### config.mk
export PLATFORM = sky130hd
export DESIGN_NAME = usart_rx_fifo
export DESIGN_NICKNAME = d
export VERILOG_FILES = /design/src/rtl/usart_rx_fifo.sv
export SDC_FILE = /design/constraint.sdc
export NUM_CORES = 1
export LEC_CHECK = 0
export CORE_UTILIZATION = 28
export DETAILED_ROUTE_END_ITERATION = 6
export DONT_BUFFER_PORTS = 1
export PLACE_DENSITY = 0.4
export SLEW_MARGIN = 20
export SYNTH_ARGS = -nofsm -noshare
export SYNTH_HDL_FRONTEND = slang
export SYNTH_SLANG_ARGS = --single-unit
### constraint.sdc
create_clock -name clk -period 5.94 [get_ports clk]
set_input_delay 0.297 -clock clk [delete_from_list [all_inputs] [get_ports clk]]
set_output_delay 0.297 -clock clk [all_outputs]
set_load 0.01 [all_outputs]
### src/rtl/usart_rx_fifo.sv
// Parametrised USART receiver (data bits, parity, stop bits, baud divider) feeding a FWFT FIFO
// with sticky error flags. Define USART_RX_MAJORITY_EN for 2-of-3 majority bit sampling.
module usart_rx_fifo #(
    parameter int CLK_DIV    = 10,
    parameter int DATA_BITS  = 8,
    parameter int PARITY     = 0,
    parameter int STOP_BITS  = 1,
    parameter int FIFO_DEPTH = 8
) (
    input  logic                          clk,
    input  logic                          rst_n,
    input  logic                          usart_rxp,
    input  logic                          rd_en,
    output logic [DATA_BITS-1:0]          rd_data,
    output logic                          empty,
    output logic                          full,
    output logic [$clog2(FIFO_DEPTH):0]   count,
    input  logic                          err_clr,
    output logic                          frame_err,
    output logic                          parity_err,
    output logic                          overrun
);

    localparam int DIV_W  = $clog2(CLK_DIV);
    localparam int IDX_W  = $clog2(DATA_BITS + 1);
    localparam int ADDR_W = $clog2(FIFO_DEPTH);

    localparam logic [DIV_W-1:0] DIV_LAST  = DIV_W'(CLK_DIV - 1);
    localparam logic [DIV_W-1:0] SAMP_PT   = DIV_W'(CLK_DIV / 2);
    localparam logic [IDX_W-1:0] DATA_LAST = IDX_W'(DATA_BITS - 1);
    localparam logic [IDX_W-1:0] STOP_LAST = IDX_W'(STOP_BITS - 1);

    typedef enum logic [2:0] {
        ST_IDLE,
        ST_START,
        ST_DATA,
        ST_PARITY,
        ST_STOP,
        ST_BREAK
    } state_t;

    state_t                 state_q, state_d;
    logic [1:0]             sync_q;
    logic [1:0]             sync_vld_q;
    logic                   rx_prev_q;
    logic                   rx_s, fall;
    logic [DIV_W-1:0]       div_q;
    logic [IDX_W-1:0]       idx_q;
    logic [DATA_BITS-1:0]   shreg_q;
    logic                   par_bad_q;
    logic                   samp_en, samp_bit;
    logic                   shift_en, idx_clr, idx_inc, par_load, commit, frame_set;
    logic                   wr_en, pop, par_set, ovr_set;
    logic [ADDR_W:0]        wr_ptr_q, rd_ptr_q;
    logic [DATA_BITS-1:0]   mem [FIFO_DEPTH];

    // The edge detector only trusts the line once real samples have flushed the
    // synchroniser, so a line held low across reset release never looks like a start bit.
    // NOTE: sequential state uses non-blocking (<=) so every flop samples pre-edge values.
    always_ff @(posedge clk or negedge rst_n) begin
        if (!rst_n) begin
            sync_q     <= 2'b11;
            sync_vld_q <= 2'b00;
            rx_prev_q  <= 1'b0;
        end else begin
            sync_q     <= {sync_q[0], usart_rxp};
            sync_vld_q <= {sync_vld_q[0], 1'b1};
            rx_prev_q  <= rx_s & sync_vld_q[1];
        end
    end

    assign rx_s = sync_q[1];
    assign fall = rx_prev_q & ~rx_s;

`ifdef USART_RX_MAJORITY_EN
    localparam logic [DIV_W-1:0] VOTE_A = DIV_W'(CLK_DIV / 2 - 1);
    localparam logic [DIV_W-1:0] VOTE_C = DIV_W'(CLK_DIV / 2 + 1);
    logic [1:0] vote_q;

    always_ff @(posedge clk or negedge rst_n) begin
        if (!rst_n) begin
            vote_q <= 2'b00;
        end else begin
            if (div_q == VOTE_A) vote_q[0] <= rx_s;
            if (div_q == SAMP_PT) vote_q[1] <= rx_s;
        end
    end

    assign samp_en  = (div_q == VOTE_C);
    assign samp_bit = (vote_q[0] & vote_q[1]) | (vote_q[0] & rx_s) | (vote_q[1] & rx_s);
`else
    assign samp_en  = (div_q == SAMP_PT);
    assign samp_bit = rx_s;
`endif

    always_ff @(posedge clk or negedge rst_n) begin
        if (!rst_n) state_q <= ST_IDLE;
        else        state_q <= state_d;
    end

    // NOTE: every output of this block gets a default first, so no latch can be inferred.
    always_comb begin
        state_d   = state_q;
        shift_en  = 1'b0;
        idx_clr   = 1'b0;
        idx_inc   = 1'b0;
        par_load  = 1'b0;
        commit    = 1'b0;
        frame_set = 1'b0;
        case (state_q)
            ST_IDLE: begin
                if (fall) state_d = ST_START;
            end
            ST_START: begin
                if (samp_en) begin
                    if (!samp_bit) begin
                        state_d = ST_DATA;
                        idx_clr = 1'b1;
                    end else begin
                        state_d = ST_IDLE;
                    end
                end
            end
            ST_DATA: begin
                if (samp_en) begin
                    shift_en = 1'b1;
                    if (idx_q == DATA_LAST) begin
                        idx_clr = 1'b1;
                        state_d = (PARITY != 0) ? ST_PARITY : ST_STOP;
                    end else begin
                        idx_inc = 1'b1;
                    end
                end
            end
            ST_PARITY: begin
                if (samp_en) begin
                    par_load = 1'b1;
                    state_d  = ST_STOP;
                end
            end
            ST_STOP: begin
                if (samp_en) begin
                    if (!samp_bit) begin
                        frame_set = 1'b1;
                        state_d   = ST_BREAK;
                    end else if (idx_q == STOP_LAST) begin
                        commit  = 1'b1;
                        state_d = ST_IDLE;
                    end else begin
                        idx_inc = 1'b1;
                    end
                end
            end
            ST_BREAK: begin
                if (rx_s) state_d = ST_IDLE;
            end
            default: state_d = ST_IDLE;
        endcase
    end

    // The cycle the fall is seen counts as divider 0, so the divider resumes at 1.
    always_ff @(posedge clk or negedge rst_n) begin
        if (!rst_n) begin
            div_q     <= '0;
            idx_q     <= '0;
            shreg_q   <= '0;
            par_bad_q <= 1'b0;
        end else begin
            if (state_q == ST_IDLE) div_q <= fall ? DIV_W'(1) : '0;
            else if (div_q == DIV_LAST) div_q <= '0;
            else div_q <= div_q + DIV_W'(1);

            if (idx_clr)      idx_q <= '0;
            else if (idx_inc) idx_q <= idx_q + IDX_W'(1);

            if (shift_en) shreg_q <= {samp_bit, shreg_q[DATA_BITS-1:1]};

            if (state_q == ST_START)
                par_bad_q <= 1'b0;
            else if (par_load)
                par_bad_q <= (PARITY == 1) ? ~(^shreg_q ^ samp_bit) : (^shreg_q ^ samp_bit);
        end
    end

    // A full FIFO still accepts the word when the consumer pops on the same edge.
    assign pop     = rd_en & ~empty;
    assign wr_en   = commit & ~par_bad_q & (~full | rd_en);
    assign par_set = commit & par_bad_q;
    assign ovr_set = commit & ~par_bad_q & full & ~rd_en;

    always_ff @(posedge clk or negedge rst_n) begin
        if (!rst_n) begin
            frame_err  <= 1'b0;
            parity_err <= 1'b0;
            overrun    <= 1'b0;
        end else begin
            frame_err  <= frame_set | (frame_err  & ~err_clr);
            parity_err <= par_set   | (parity_err & ~err_clr);
            overrun    <= ovr_set   | (overrun    & ~err_clr);
        end
    end

    always_ff @(posedge clk or negedge rst_n) begin
        if (!rst_n) begin
            wr_ptr_q <= '0;
            rd_ptr_q <= '0;
        end else begin
            if (wr_en) wr_ptr_q <= wr_ptr_q + (ADDR_W+1)'(1);
            if (pop)   rd_ptr_q <= rd_ptr_q + (ADDR_W+1)'(1);
        end
    end

    // NOTE: storage has no reset; rd_data is forced to 0 while empty instead.
    always_ff @(posedge clk) begin
        if (wr_en) mem[wr_ptr_q[ADDR_W-1:0]] <= shreg_q;
    end

    assign count   = wr_ptr_q - rd_ptr_q;
    assign empty   = (wr_ptr_q == rd_ptr_q);
    assign full    = (wr_ptr_q[ADDR_W] != rd_ptr_q[ADDR_W]) &&
                     (wr_ptr_q[ADDR_W-1:0] == rd_ptr_q[ADDR_W-1:0]);
    assign rd_data = empty ? '0 : mem[rd_ptr_q[ADDR_W-1:0]];

endmodule

Yosys cells after proc, flatten, opt, wreduce, memory -nomap -nowiden
Memory sizes are Yosys's and may differ from the RTL's.
Cells that the tools add are included.

operators by class
  add/sub/neg operators = 5
  equal/unequal tests = 19
  mux-type cells = 40
  bitwise operators = 22
  reductions and logical operators = 7

operators by type and width
  operator                                              count
  2-to-1 mux 3 bit                                      9
  2-to-1 mux 1 bit                                      22
  case mux 3 bit (6 select lines)                       1
  adder 4 x 1 -> 4 bit (second input constant)          4
  2-to-1 mux 4 bit                                      4
  inequality test 2 bit (second input constant)         7
  AND 1 bit                                             11
  equality test 4 x 3 -> 1 bit (second input constant)  2
  2-to-1 mux 8 bit                                      1
  AND reduction 8 bit                                   1
  XOR reduction 8 bit                                   1
  equality test 3 x 2 -> 1 bit (second input constant)  2
  equality test 3 bit (second input constant)           2
  inverter 1 bit                                        6
  equality test 4 bit                                   1
  equality test 4 bit (second input constant)           1
  logical NOT 4 bit                                     1
  bitwise OR 1 bit                                      4
  case mux 1 bit (2 select lines)                       2
  nonzero test 2 bit                                    2
  subtractor 4 bit                                      1
  equality test 3 x 1 -> 1 bit (second input constant)  1
  equality test 3 bit                                   1
  logical NOT 3 bit                                     1
  5 further kinds                                       5

word-level totals
  register bits after elaboration = 36
  RAM bits = 64
  input port bits = 5
  output and inout port bits = 17
  logic and storage cells = 107
  memories kept = 1

memories
  memory  words  width  read ports  clocked after Yosys merged registers in  wr ports  line  text
  mem     8      8      1           0                                        1         55    logic [DATA_BITS-1:0] mem [FIFO_DEPTH];

Longest topological paths before layout
Gate-level depths: netlist of the first run.

  depth after elaboration = 9
  depth in mapped cells = 8
  depth with buffers taken out = 6

Least setup slack after synthesis of the first run
Ideal clock, no wire load.

  kind = flip-flop to flip-flop
  start point = reg rd_ptr_q[1]
  end point = mem mem[0][0], enable pin
  setup time = 0.395 ns
  arrival = 2.544 ns
  required time = 5.545 ns
  slack = 3.001 ns
  stages on the path, launching flop included = 9
  buffers on the path = 2
  period minus slack after synthesis = 2.939 ns
  cell sequence = dfrtp_1 > clkbuf_1 > buf_2 > inv_1 > ha_1 > nand3_1 > or3_1 > nand2_4 > nor4_1

on the way
  cells in the longest elaborated chain, start to end = 7

RTL lines
  element                                 line  text
  start: declaration                      54    logic [ADDR_W:0] wr_ptr_q, rd_ptr_q;
  start signal: assignment                209   if (pop) rd_ptr_q <= rd_ptr_q + (ADDR_W+1)'(1);
  equality test 3 bit                     221   (wr_ptr_q[ADDR_W-1:0] == rd_ptr_q[ADDR_W-1:0]);
  logical AND 1 bit                       220   assign full = (wr_ptr_q[ADDR_W] != rd_ptr_q[ADDR_W]) &&
  inverter 1 bit                          187   assign wr_en = commit & ~par_bad_q & (~full | rd_en);
  bitwise OR 1 bit                        187
  AND 1 bit                               187
  2-to-1 mux 1 bit                        215   if (wr_en) mem[wr_ptr_q[ADDR_W-1:0]] <= shreg_q;
  2-to-1 mux 1 bit (not written as such)  215
  end: declaration                        55

Every way passes these cells.

Worst setup path in the final report of the first run
  start point = reg rd_ptr_q[1]
  end point = out rd_data[5]

on the way
  cells in the longest elaborated chain, start to end = 2
  elaborated cells on any way between the ends = 3
  classes of those cells = eq/ne: 1; mux: 1; memory: 1

RTL lines
  element              line  text
  equality test 4 bit  219   assign empty = (wr_ptr_q == rd_ptr_q);
  named net empty      15    output logic empty,
  2-to-1 mux 8 bit     222   assign rd_data = empty ? '0 : mem[rd_ptr_q[ADDR_W-1:0]];
  end: declaration     14    output logic [DATA_BITS-1:0] rd_data,

The timed path passes the listed nets, and every way through them passes these cells.

==> results.ini, run 1 <==
[synthesis]
yosysUniqueCellTypes = 53
synthCells = 288
synth_area_um2 = 4364
synth_flop_cell = edfxtp_1
synth_warnings = 0
synth_seq_cells = 100
synth.avg_cell_area_um2 = 15.15
synth_top_area_share = 0.4404
post-synth-top-area-cell = edfxtp_1
syn_nets = 303
synth_edf_count = 64
ys_async_sr_fraction = 0.3600
synth-seq-area-share = 0.6474
synthTopCellsByArea = edfxtp_1 44%, dfrtp_1 19%, mux4_2 8.3%

[drt]
ant_nets = 0
firstDrtPassIters = 4
vias = 2290
drt-vias-per-instance = 4.712
routedWlPerCell_um = 18.58
drc = 0
drt_wl_total_um = 9032
dr.first_iter.drc_count = 113

[worst_setup_path]
endpoint_kind = output port
crit_start = rd_ptr_q[1]$_DFFE_PN0P_
cp-start-kind = flip-flop
reg2reg_setup_slack_ns = 3.06
r2r-start = rd_ptr_q[1]$_DFFE_PN0P_
worstPathRequired_ns = 5.64
path_max_fanout = 21
setup.worst_path.end = rd_data[5]
crit_slowest_cell = dfrtp_1
timing.rr.end = mem[3][3]$_DFFE_PP_
worstRegToRegCells = 6
critical_path.max_stage_delay_ns = 0.90
critical_path_class = flip-flop to output port
worstPathCellList = inv_1, ha_1, nand3_1, nor2_1, a21oi_1
arrival_ns = 2.78

[sta]
worst_slew_pin_slew_ns = 0.9473
min_period_ns = 3.079
fmax_ghz = 0.3248
final_max_slew_viol_count = 0
slew_headroom = 0.3661
hold_viol = 0
setup_viol = 0
skew_ns = 0.01102
tns_ns = 0
min_period_over_period = 0.5183
fin_ws_ns = 2.861
grt_setup_unrepaired = false

[global_routing]
grt_pass1_vias = 2381
grt_pass1_wl_um = 14280
met1_usage = 0.1589
busiest_layer = met2
grt_use_met3 = 0.03796
grt_max_degree = 37
grt_use_met2 = 0.1952
grt_use_total = 0.1228
grt_overflow_total = 0
grt_antenna_before_repair = 0

[flow_run]
cap_violations = 0

[placement]
placed_area_um2 = 4567
dp_hpwl_um = 6123
dp.cells = 467
place.gp.congestion = 0.7339
port_buffers = 0
post-place-ws_ns = 2.687

[floorplanning]
die_h_um = 126.8
initial_core_util = 0.2871
die-width_um = 126.8
io_pins = 22
core-area_um2 = 15200
num_rows = 45
die_area_um2 = 16090

[clocking]
clockBufferDepth = 2
cts_num_sinks = 100
cts_root_buffer = clkbuf_16
clkLatencyLatePin_ns = 0.35
cts_tree = done
numCtsBuffers = 9
clk_pin_slew_ns = 0.07
postCtsSetupRepairBufs = 0
cts_max_level = 3

[outcome]
status = finished clean

[cells_and_area]
area_growth_pct = 12.73
nNetsFinal = 308
antenna_cells = 0
post-route-cell-area_um2 = 4920
fin_cells = 486
drive_above_1_share = 0.1913

[hold_path]
hold_path.class = input port to flip-flop

[power]
p_leak_nw = 1.837
max-vdd-ir-drop_mv = 0.1433
power.density_nw_per_um2 = 373.3

==> stage by stage <==
stage               power (mW)  utilization  hold slack, ns
floorplan                1.186            -        0.001409
global placement         1.273       0.3001        0.002692
detailed placement       1.273       0.3004        0.002875
CTS                      1.866       0.3221          0.1606
global route             1.936       0.3236          0.1686
finish                   1.837       0.3236          0.1628
==> cells by family (layout without fill, tap and decap cells) <==
kind of cell | count (synthesis) | count (layout) | share of synthesized area
XOR/XNOR | 17 | 17 | 0.04042
adder cells (fa/ha/maj) | 10 | 10 | 0.03039
AO/OA/AOI/OAI | 35 | 35 | 0.05218
buffers and inverters | 25 | 35 | 0.02465
AND/OR/NAND/NOR | 74 | 74 | 0.09490
flip-flops | 100 | 100 | 0.6474
multiplexers | 26 | 26 | 0.1092
other | 1 | 1 | 0.0008593
==> critical path, delay by kind of cell, from the launching register on <==
| kind | cells | cell delay [ns] |
|---|---|---|
| AOI/OAI and AO/OA | 1 | 0.23 |
| buffers and inverters | 1 | 0.12 |
| DFF | 1 | 0.90 |
| and+or+nand+nor | 2 | 0.85 |
| adders and majority gates | 1 | 0.33 |
==> power by group <==
group          switching [mW]  internal (mW)  leakage, nW
clock                   0.285          0.297        0.144
combinational           0.215          0.178        0.605
sequential             0.0874          0.776         1.09
==> final cells by class <==
cell class | count | area [µm²]
fill | 1471 | 10280
multi-input combinational | 163 | 1466
sequential | 100 | 2825
timing repair buffer | 4 | 47.55
inverter | 15 | 56.30
clock buffer | 9 | 225.2
tap | 188 | 235.2
clock inverter | 7 | 63.81
==> cell usage after synthesis, types with 2 or more instances <==
cell type,number
edfxtp_1,64
a22o_1,2
nor2b_1,2
inv_1,14
o21ai_0,5
clkbuf_1,3
nor3_1,6
o32ai_1,2
xor2_1,4
a21o_1,2
xnor3_1,2
dfrtp_1,34
ha_1,9
nand3_1,7
xnor2_1,11
buf_4,2
a21oi_1,14
or3_1,2
nor2_1,14
or4_1,2
mux2_2,9
nand2_1,23
mux4_2,16
o31ai_1,2
buf_2,5
dfstp_2,2
nand3b_1,4
==> sequential cells by signal, summed over array words and instances (netlist names) <==
name / count
overrun: 1
rd_ptr_q: 4
wr_ptr_q: 4
sync_q: 2
mem: 64
state_q: 3
frame_err: 1
idx_q: 4
par_bad_q: 1
sync_vld_q: 2
div_q: 4
shreg_q: 8
parity_err: 1
rx_prev_q: 1
==> worst min-delay path by stage <==
stage	start	end	slack [ns]	cells past startpoint
detailed placement	rst_n	shreg_q[5]$_DFFE_PN0P_	0.003	0
global route	err_clr	overrun$_DFF_PN0_	0.17	2
floorplan	rst_n	div_q[0]$_DFF_PN0_	0.001	0
CTS	err_clr	overrun$_DFF_PN0_	0.16	2
finish	err_clr	overrun$_DFF_PN0_	0.16	2
global placement	rst_n	shreg_q[5]$_DFFE_PN0P_	0.003	0
==> cells in the final DEF (no fill, tap or decap), drive strengths merged, types with 2 or more instances in the layout <==
cell type     n
mux4         16
dfrtp        34
nand2        24
o21ai         5
nor2         14
dlygate4sd3   2
or3           2
o32ai         2
nand3b        5
mux2         10
ha            9
o31ai         2
a21o          2
nand3         7
buf           2
nor2b         2
xor2          4
inv          21
clkbuf        9
edfxtp       64
xnor3         2
nor4          2
or4           2
a22o          2
dfstp         2
and3b         2
nor3          6
xnor2        11
a21oi        14
==> routing by layer <==
metal	vias to the layer above	wire, µm
met1	1162	4316
met4	0	110
met5	-	0
met2	34	4299
met3	9	305
li1	1085	-
==> what timing repair did <==
item,in CTS,in global routing
endpoints found under the setup margin,0,0
endpoints found under the hold margin,37,0
gates resized for setup,0,0
hold buffers,3,0
Power figures use the tool's default switching activity.
==> run 2: changes to the inputs <==
--- a/config.mk
+++ b/config.mk
@@ -5,6 +5,7 @@
 export SDC_FILE = /design/constraint.sdc
 export NUM_CORES = 1
 export LEC_CHECK = 0
+export ABC_AREA = 1
 export CORE_UTILIZATION = 28
 export DETAILED_ROUTE_END_ITERATION = 6
 export DONT_BUFFER_PORTS = 1
==> constraint.sdc (replaced) <==
create_clock -name clk -period 3.25 [get_ports clk]
set_input_delay 0.1625 -clock clk [delete_from_list [all_inputs] [get_ports clk]]
set_output_delay 0.1625 -clock clk [all_outputs]
set_load 0.01 [all_outputs]
==> results.ini, run 2 <==
[outcome]
status = finished clean

[sta]
fin_ws_ns = 0.5427  ; -2.318 ns
skew_ns = 0.01194  ; +0.0009201 ns
worst_slew_pin_slew_ns = 0.7736  ; -0.1736 ns
grt_setup_unrepaired = false
min_period_ns = 2.707
fmax_ghz = 0.3694
final_max_slew_viol_count = 0  ; unchanged
slew_headroom = 0.4823  ; +0.1162
min_period_over_period = 0.8330
tns_ns = 0  ; unchanged
setup_viol = 0  ; unchanged
hold_viol = 0  ; unchanged

[synthesis]
yosysUniqueCellTypes = 40  ; -25%
synth_edf_count = 64  ; unchanged
synth_warnings = 0  ; unchanged
syn_nets = 449  ; +48%
ys_async_sr_fraction = 0.3600  ; unchanged
synth_top_area_share = 0.4219  ; -0.01850
synthTopCellsByArea = edfxtp_1 42%, dfrtp_1 19%, nand2_1 5.9%
synth.most_common_cell = nand2_1
synth_area_um2 = 4556  ; +4.4%
post-synth-top-area-cell = edfxtp_1
synthCells = 434  ; +51%
synth-seq-area-share = 0.6202  ; -0.02720
synth.avg_cell_area_um2 = 10.50  ; -31%
synth_flop_cell = edfxtp_1
synth_common_cells = 72 x nand2_1, 66 x nor2_1, 64 x edfxtp_1
synth_seq_cells = 100  ; unchanged

[worst_setup_path]
worstPathRequired_ns = 3.23  ; -2.41 ns
endpoint_kind = flip-flop
arrival_ns = 2.69  ; -0.09 ns
critical_path.max_stage_delay_ns = 0.64  ; -0.26 ns
path_max_fanout = 11  ; -48%
worst-path-buf-inv = 1  ; unchanged
worstRegToRegCells = 7  ; +1
r2r-start = rd_ptr_q[2]$_DFFE_PN0P_
cp-start-kind = flip-flop
crit_slowest_cell = nor2_1
crit_start = rd_ptr_q[2]$_DFFE_PN0P_
critical_path_class = flip-flop to flip-flop
cp_top_family = simple AND/OR/NAND/NOR gates
cp.depth = 7  ; +2
worstPathCellList = inv_1, ha_1, nand3_2, nor2_2, nand2_1, nand4_2, nor2_1

[cells_and_area]
drive_above_1_share = 0.1141  ; -0.07718
area_growth_pct = 12.91
antenna_cells = 0  ; unchanged
mostFrequentLayoutCells = 72 x nand2_1, 66 x nor2_1, 64 x edfxtp_1
largest_reg_flops = 64  ; unchanged
nNetsFinal = 457  ; +48%
layout_commonest_cell = nand2_1

[global_routing]
grt_pass1_wl_um = 17110  ; +20%
grt_pass1_vias = 2993  ; +26%
grt_max_degree = 37  ; unchanged
grt_antenna_before_repair = 0  ; unchanged
grt_use_total = 0.1404  ; +0.01759
grt_overflow_total = 0  ; unchanged

[clocking]
clk_pin_slew_ns = 0.08  ; about the same
numCtsBuffers = 9  ; unchanged
clockBufferDepth = 2  ; unchanged
cts_max_level = 3  ; unchanged
clkLatencyLatePin_ns = 0.35  ; about the same
cts_num_sinks = 100  ; unchanged
cts_tree = done
cts_root_buffer = clkbuf_16

[floorplanning]
die_h_um = 129.6  ; +2.1%
core-area_um2 = 15890  ; +4.5%
io_pins = 22  ; unchanged
die-width_um = 129.6  ; +2.1%
initial_core_util = 0.2868  ; -0.0002950
die_area_um2 = 16780  ; +4.3%
num_rows = 46  ; +2.2%

[hold_path]
holdCritStartpoint = rd_en
hold_path.class = input port to flip-flop
whs_path_depth = 2  ; unchanged

[power]
max-vdd-ir-drop_mv = 0.2842  ; +98%
p_leak_nw = 1.978  ; +7.7%
power.density_nw_per_um2 = 772.1  ; +110%

[drt]
ant_nets = 0  ; unchanged
routedWlPerCell_um = 16.11  ; -13%
firstDrtPassIters = 4  ; unchanged
drc = 0  ; unchanged
drt_wl_total_um = 10680  ; +18%
vias = 2964  ; +29%
drt-vias-per-instance = 4.471  ; -5.1%
dr.first_iter.drc_count = 204  ; +81%

[placement]
post-place-ws_ns = 0.5170  ; -2.170 ns
port_buffers = 0  ; unchanged
dp_hpwl_um = 7383  ; +21%
place.gp.congestion = 0.7761  ; +5.8%

[flow_run]
cap_violations = 0  ; unchanged

-- run 2: worst reg2reg max path, stage by stage, from the launching register on --
cell and delay [ns]:
dfrtp_1 0.47, inv_1 0.30, ha_1 0.36, nand3_2 0.15, nor2_2 0.08, nand2_1 0.16
nand4_2 0.18, nor2_1 0.64
-- run 2: final timing paths --
| check | to | slack, ns |
|---|---|---|
| max | mem[6][5]$_DFFE_PP_ | 0.54 |
| min | rd_ptr_q[0]$_DFFE_PN0P_ | 0.01 |
| max reg2reg | mem[6][5]$_DFFE_PP_ | 0.54 |
| min reg2reg | sync_vld_q[1]$_DFF_PN0_ | 0.35 |
| max in group asynchronous | sync_q[1]$_DFF_PN1_ | 2.69 |
| min in group asynchronous | rd_ptr_q[2]$_DFFE_PN0P_ | 0.28 |
-- run 2: power by group --
| part | leakage [nW] | switching [mW] | internal (mW) |
|---|---|---|---|
| Sequential | 1.06 | 0.125 | 1.45 |
| Clock | 0.142 | 0.497 | 0.530 |
| Combinational | 0.774 | 0.948 | 0.426 |
-- run 2: cells by family after synthesis --
| family | Yosys count | share of synthesized area |
|---|---|---|
| AOI/OAI and AO/OA | 81 | 0.09668 |
| adders and majority gates | 10 | 0.02911 |
| other | 1 | 0.0008232 |
| xor gates and xnor gates | 12 | 0.02307 |
| DFF | 100 | 0.6202 |
| and+or+nand+nor | 178 | 0.1837 |
| muxes | 1 | 0.002472 |
| buffers and inverters | 51 | 0.04394 |
-- run 2: area by class of cell --
cell class	count	area, µm²
clock inverter	7	56.30
sequential	100	2825
multi-input combinational	283	1530
tap	216	270.3
inverter	39	146.4
timing repair buffer	9	90.09
fill	1650	10740
clock buffer	9	225.2
-- run 2: timing repair --
action                                 in CTS  in global routing
hold buffers                                5                  0
endpoints found under the hold margin      41                  0
resized for setup                           0                  0
buffers inserted                            0                  0
-- run 2: through the flow --
step | hold slack, ns | power [mW] | utilization | instance area, µm² | std cells
global placement | -0.1317 | 3.005 | 0.3023 | 4802 | 642
detailed placement | -0.1319 | 2.982 | 0.3023 | 4802 | 642
CTS | 0.003124 | 4.041 | 0.3238 | 5144 | 663
global route | 0.02356 | 4.260 | 0.3238 | 5144 | 663
floorplan | -0.1331 | 2.610 | - | 4556 | 434
finish | 0.01442 | 3.972 | 0.3238 | 5144 | 663
-- run 2: routing by layer --
metal,track usage,share of wire,up-vias,wire (µm)
li1,-,-,1488,-
met1,0.1879,0.49,1436,5242
met2,0.2226,0.47,32,5011
met3,0.03303,0.030,8,316
met4,0.04925,0.011,0,113
met5,0,0,-,0
==> run 3: changes to the inputs <==
==> constraint.sdc (replaced) <==
create_clock -name clk -period 2.8 [get_ports clk]
set_input_delay 0.14 -clock clk [delete_from_list [all_inputs] [get_ports clk]]
set_output_delay 0.14 -clock clk [all_outputs]
set_load 0.01 [all_outputs]
==> results.ini, run 3 (same netlist as run 2, synthesis figures left out) <==
[cells_and_area]
layout_commonest_cell = nand2_1
largest_reg_flops = 64  ; unchanged
fin_cells = 672  ; +1.4%
area_growth_pct = 14.91
regArea_um2 = 2825  ; unchanged
multi_input_area_um2 = 1530  ; unchanged
fillCellCount = 1616  ; -2.1%
antenna_cells = 0  ; unchanged
post-route-cell-area_um2 = 5235  ; +1.8%
nNetsFinal = 466  ; +2.0%
drive_above_1_share = 0.1294  ; +0.01529
fin_util = 0.3296  ; +0.005750
mostFrequentLayoutCells = 72 x nand2_1, 66 x nor2_1, 64 x edfxtp_1

[global_routing]
grt_pass1_wl_um = 17060  ; -0.33%
grt_antenna_before_repair = 0  ; unchanged
grt_use_met3 = 0.03840  ; +0.005367
met1_usage = 0.1961  ; +0.008214
grt_pass1_vias = 2930  ; -2.1%
grt_overflow_total = 0  ; unchanged
grt_use_met2 = 0.2084  ; -0.01423
grt_use_total = 0.1408  ; +0.0003820
busiest_layer = met2
grt_max_degree = 37  ; unchanged

[power]
max-vdd-ir-drop_mv = 0.3571  ; +26%
p_leak_nw = 2.035  ; +2.9%
power.density_nw_per_um2 = 899.0  ; +16%

[sta]
setup_viol = 0  ; unchanged
min_period_over_period = 0.8756
grt_setup_unrepaired = false
min_period_ns = 2.452
final_max_slew_viol_count = 0  ; unchanged
worst_slew_pin_slew_ns = 0.5686  ; -0.2050 ns
slew_headroom = 0.6204  ; +0.1380
fmax_ghz = 0.4079
hold_viol = 0  ; unchanged
skew_ns = 0.005649  ; -0.006294 ns
tns_ns = 0  ; unchanged

[placement]
dp_hpwl_um = 7398  ; +0.20%
place.gp.congestion = 0.8140  ; +4.9%
port_buffers = 0  ; unchanged
placed_area_um2 = 4870  ; +1.4%
dp.cells = 651  ; +1.4%

[floorplanning]
die-width_um = 129.6  ; unchanged
die_h_um = 129.6  ; unchanged
core-area_um2 = 15890  ; unchanged
initial_core_util = 0.2868  ; unchanged
num_rows = 46  ; unchanged
io_pins = 22  ; unchanged
die_area_um2 = 16780  ; unchanged

[worst_setup_path]
reg2reg_setup_slack_ns = 0.38  ; -0.16 ns
worstPathRequired_ns = 2.66  ; -0.57 ns
critical_path_class = flip-flop to output port
worstRegToRegCells = 8  ; +1
setup.worst_path.end = rd_data[7]
cp-start-kind = flip-flop
timing.rr.end = mem[4][5]$_DFFE_PP_
endpoint_kind = output port
path_max_fanout = 11  ; unchanged
r2r-start = rd_ptr_q[2]$_DFFE_PN0P_
crit_start = rd_ptr_q[2]$_DFFE_PN0P_
arrival_ns = 2.31  ; -0.38 ns

[clocking]
cts_tree = done
cts_num_sinks = 100  ; unchanged
clk_pin_slew_ns = 0.07  ; about the same
cts_max_level = 3  ; unchanged
cts_root_buffer = clkbuf_16
cts_resized = 0  ; unchanged
clkLatencyLatePin_ns = 0.35  ; about the same
numCtsBuffers = 9  ; unchanged
clockBufferDepth = 2  ; unchanged

[hold_path]
hold_path.class = input port to flip-flop

[flow_run]
cap_violations = 0  ; unchanged

[drt]
ant_nets = 0  ; unchanged
drc = 0  ; unchanged
drt-vias-per-instance = 4.510  ; +0.89%
dr.first_iter.drc_count = 227  ; +11%
routedWlPerCell_um = 15.90  ; -1.3%
vias = 3031  ; +2.3%
drt_wl_total_um = 10680  ; unchanged
firstDrtPassIters = 4  ; unchanged

[outcome]
status = finished clean

## run 3: cell types whose count changed in the layout (fill, tap and decap cells not counted), sizes merged
cell    before  now
buf          5   14
bufinv       0    1
clkinv       5    3
inv         41   42
## run 3: area by class of cell
cell class	count	share of cell area
well taps	216	0.05163
multi-input cells	283	0.2923
repair buffers	18	0.03011
inverters	39	0.02796
flip-flops and latches	100	0.5397
clock inverters	7	0.01530
clock buffers	9	0.04302
## run 3: what timing repair did
item / in CTS / in global routing
hold buffers: 5 / 0
hold endpoints to repair: 43 / 0
buffers inserted: 0 / 0
## run 3: worst min path at each step
stage                     cells after the start   from                       to  slack [ns]
after floorplan                               0  rst_n       div_q[0]$_DFF_PN0_       -0.16
after global placement                        0  rst_n   shreg_q[6]$_DFFE_PN0P_       -0.15
after detailed placement                      0  rst_n   shreg_q[6]$_DFFE_PN0P_       -0.15
after CTS                                     2  rd_en  rd_ptr_q[2]$_DFFE_PN0P_        0.01
after global routing                          2  rd_en  rd_ptr_q[2]$_DFFE_PN0P_        0.03
final                                         2  rd_en  rd_ptr_q[2]$_DFFE_PN0P_        0.03
## run 3: through the flow
stage | hold slack [ns] | setup slack, ns | total power, mW
floorplan | -0.1556 | 0.4309 | 3.030
global placement | -0.1534 | 0.4398 | 3.467
detailed placement | -0.1535 | 0.3852 | 3.442
CTS | 0.009999 | 0.3144 | 4.775
global route | 0.03271 | 0.1563 | 5.018
finish | 0.02580 | 0.3483 | 4.706
## run 3: critical path: stages, from the launching register on
cell and delay (ns):
dfrtp_1 0.50, inv_1 0.23, ha_1 0.39, nand3_2 0.16, nor2_2 0.08, inv_2 0.17
o21ai_0 0.16, nor2_1 0.26
## run 3: where the power goes
group	internal, mW	leakage, nW	total [mW]	switching [mW]
sequential	1.68	1.06	1.83	0.149
combinational	0.501	0.823	1.59	1.08
clock	0.708	0.150	1.30	0.587
total	2.89	2.03	4.71	1.82
## run 3: layer usage
metal	wire, µm	vias to the layer above	share of wire
li1	-	1503	-
met1	5293	1461	0.50
met2	4750	56	0.44
met3	474	11	0.044
met4	166	0	0.016
met5	0	-	0
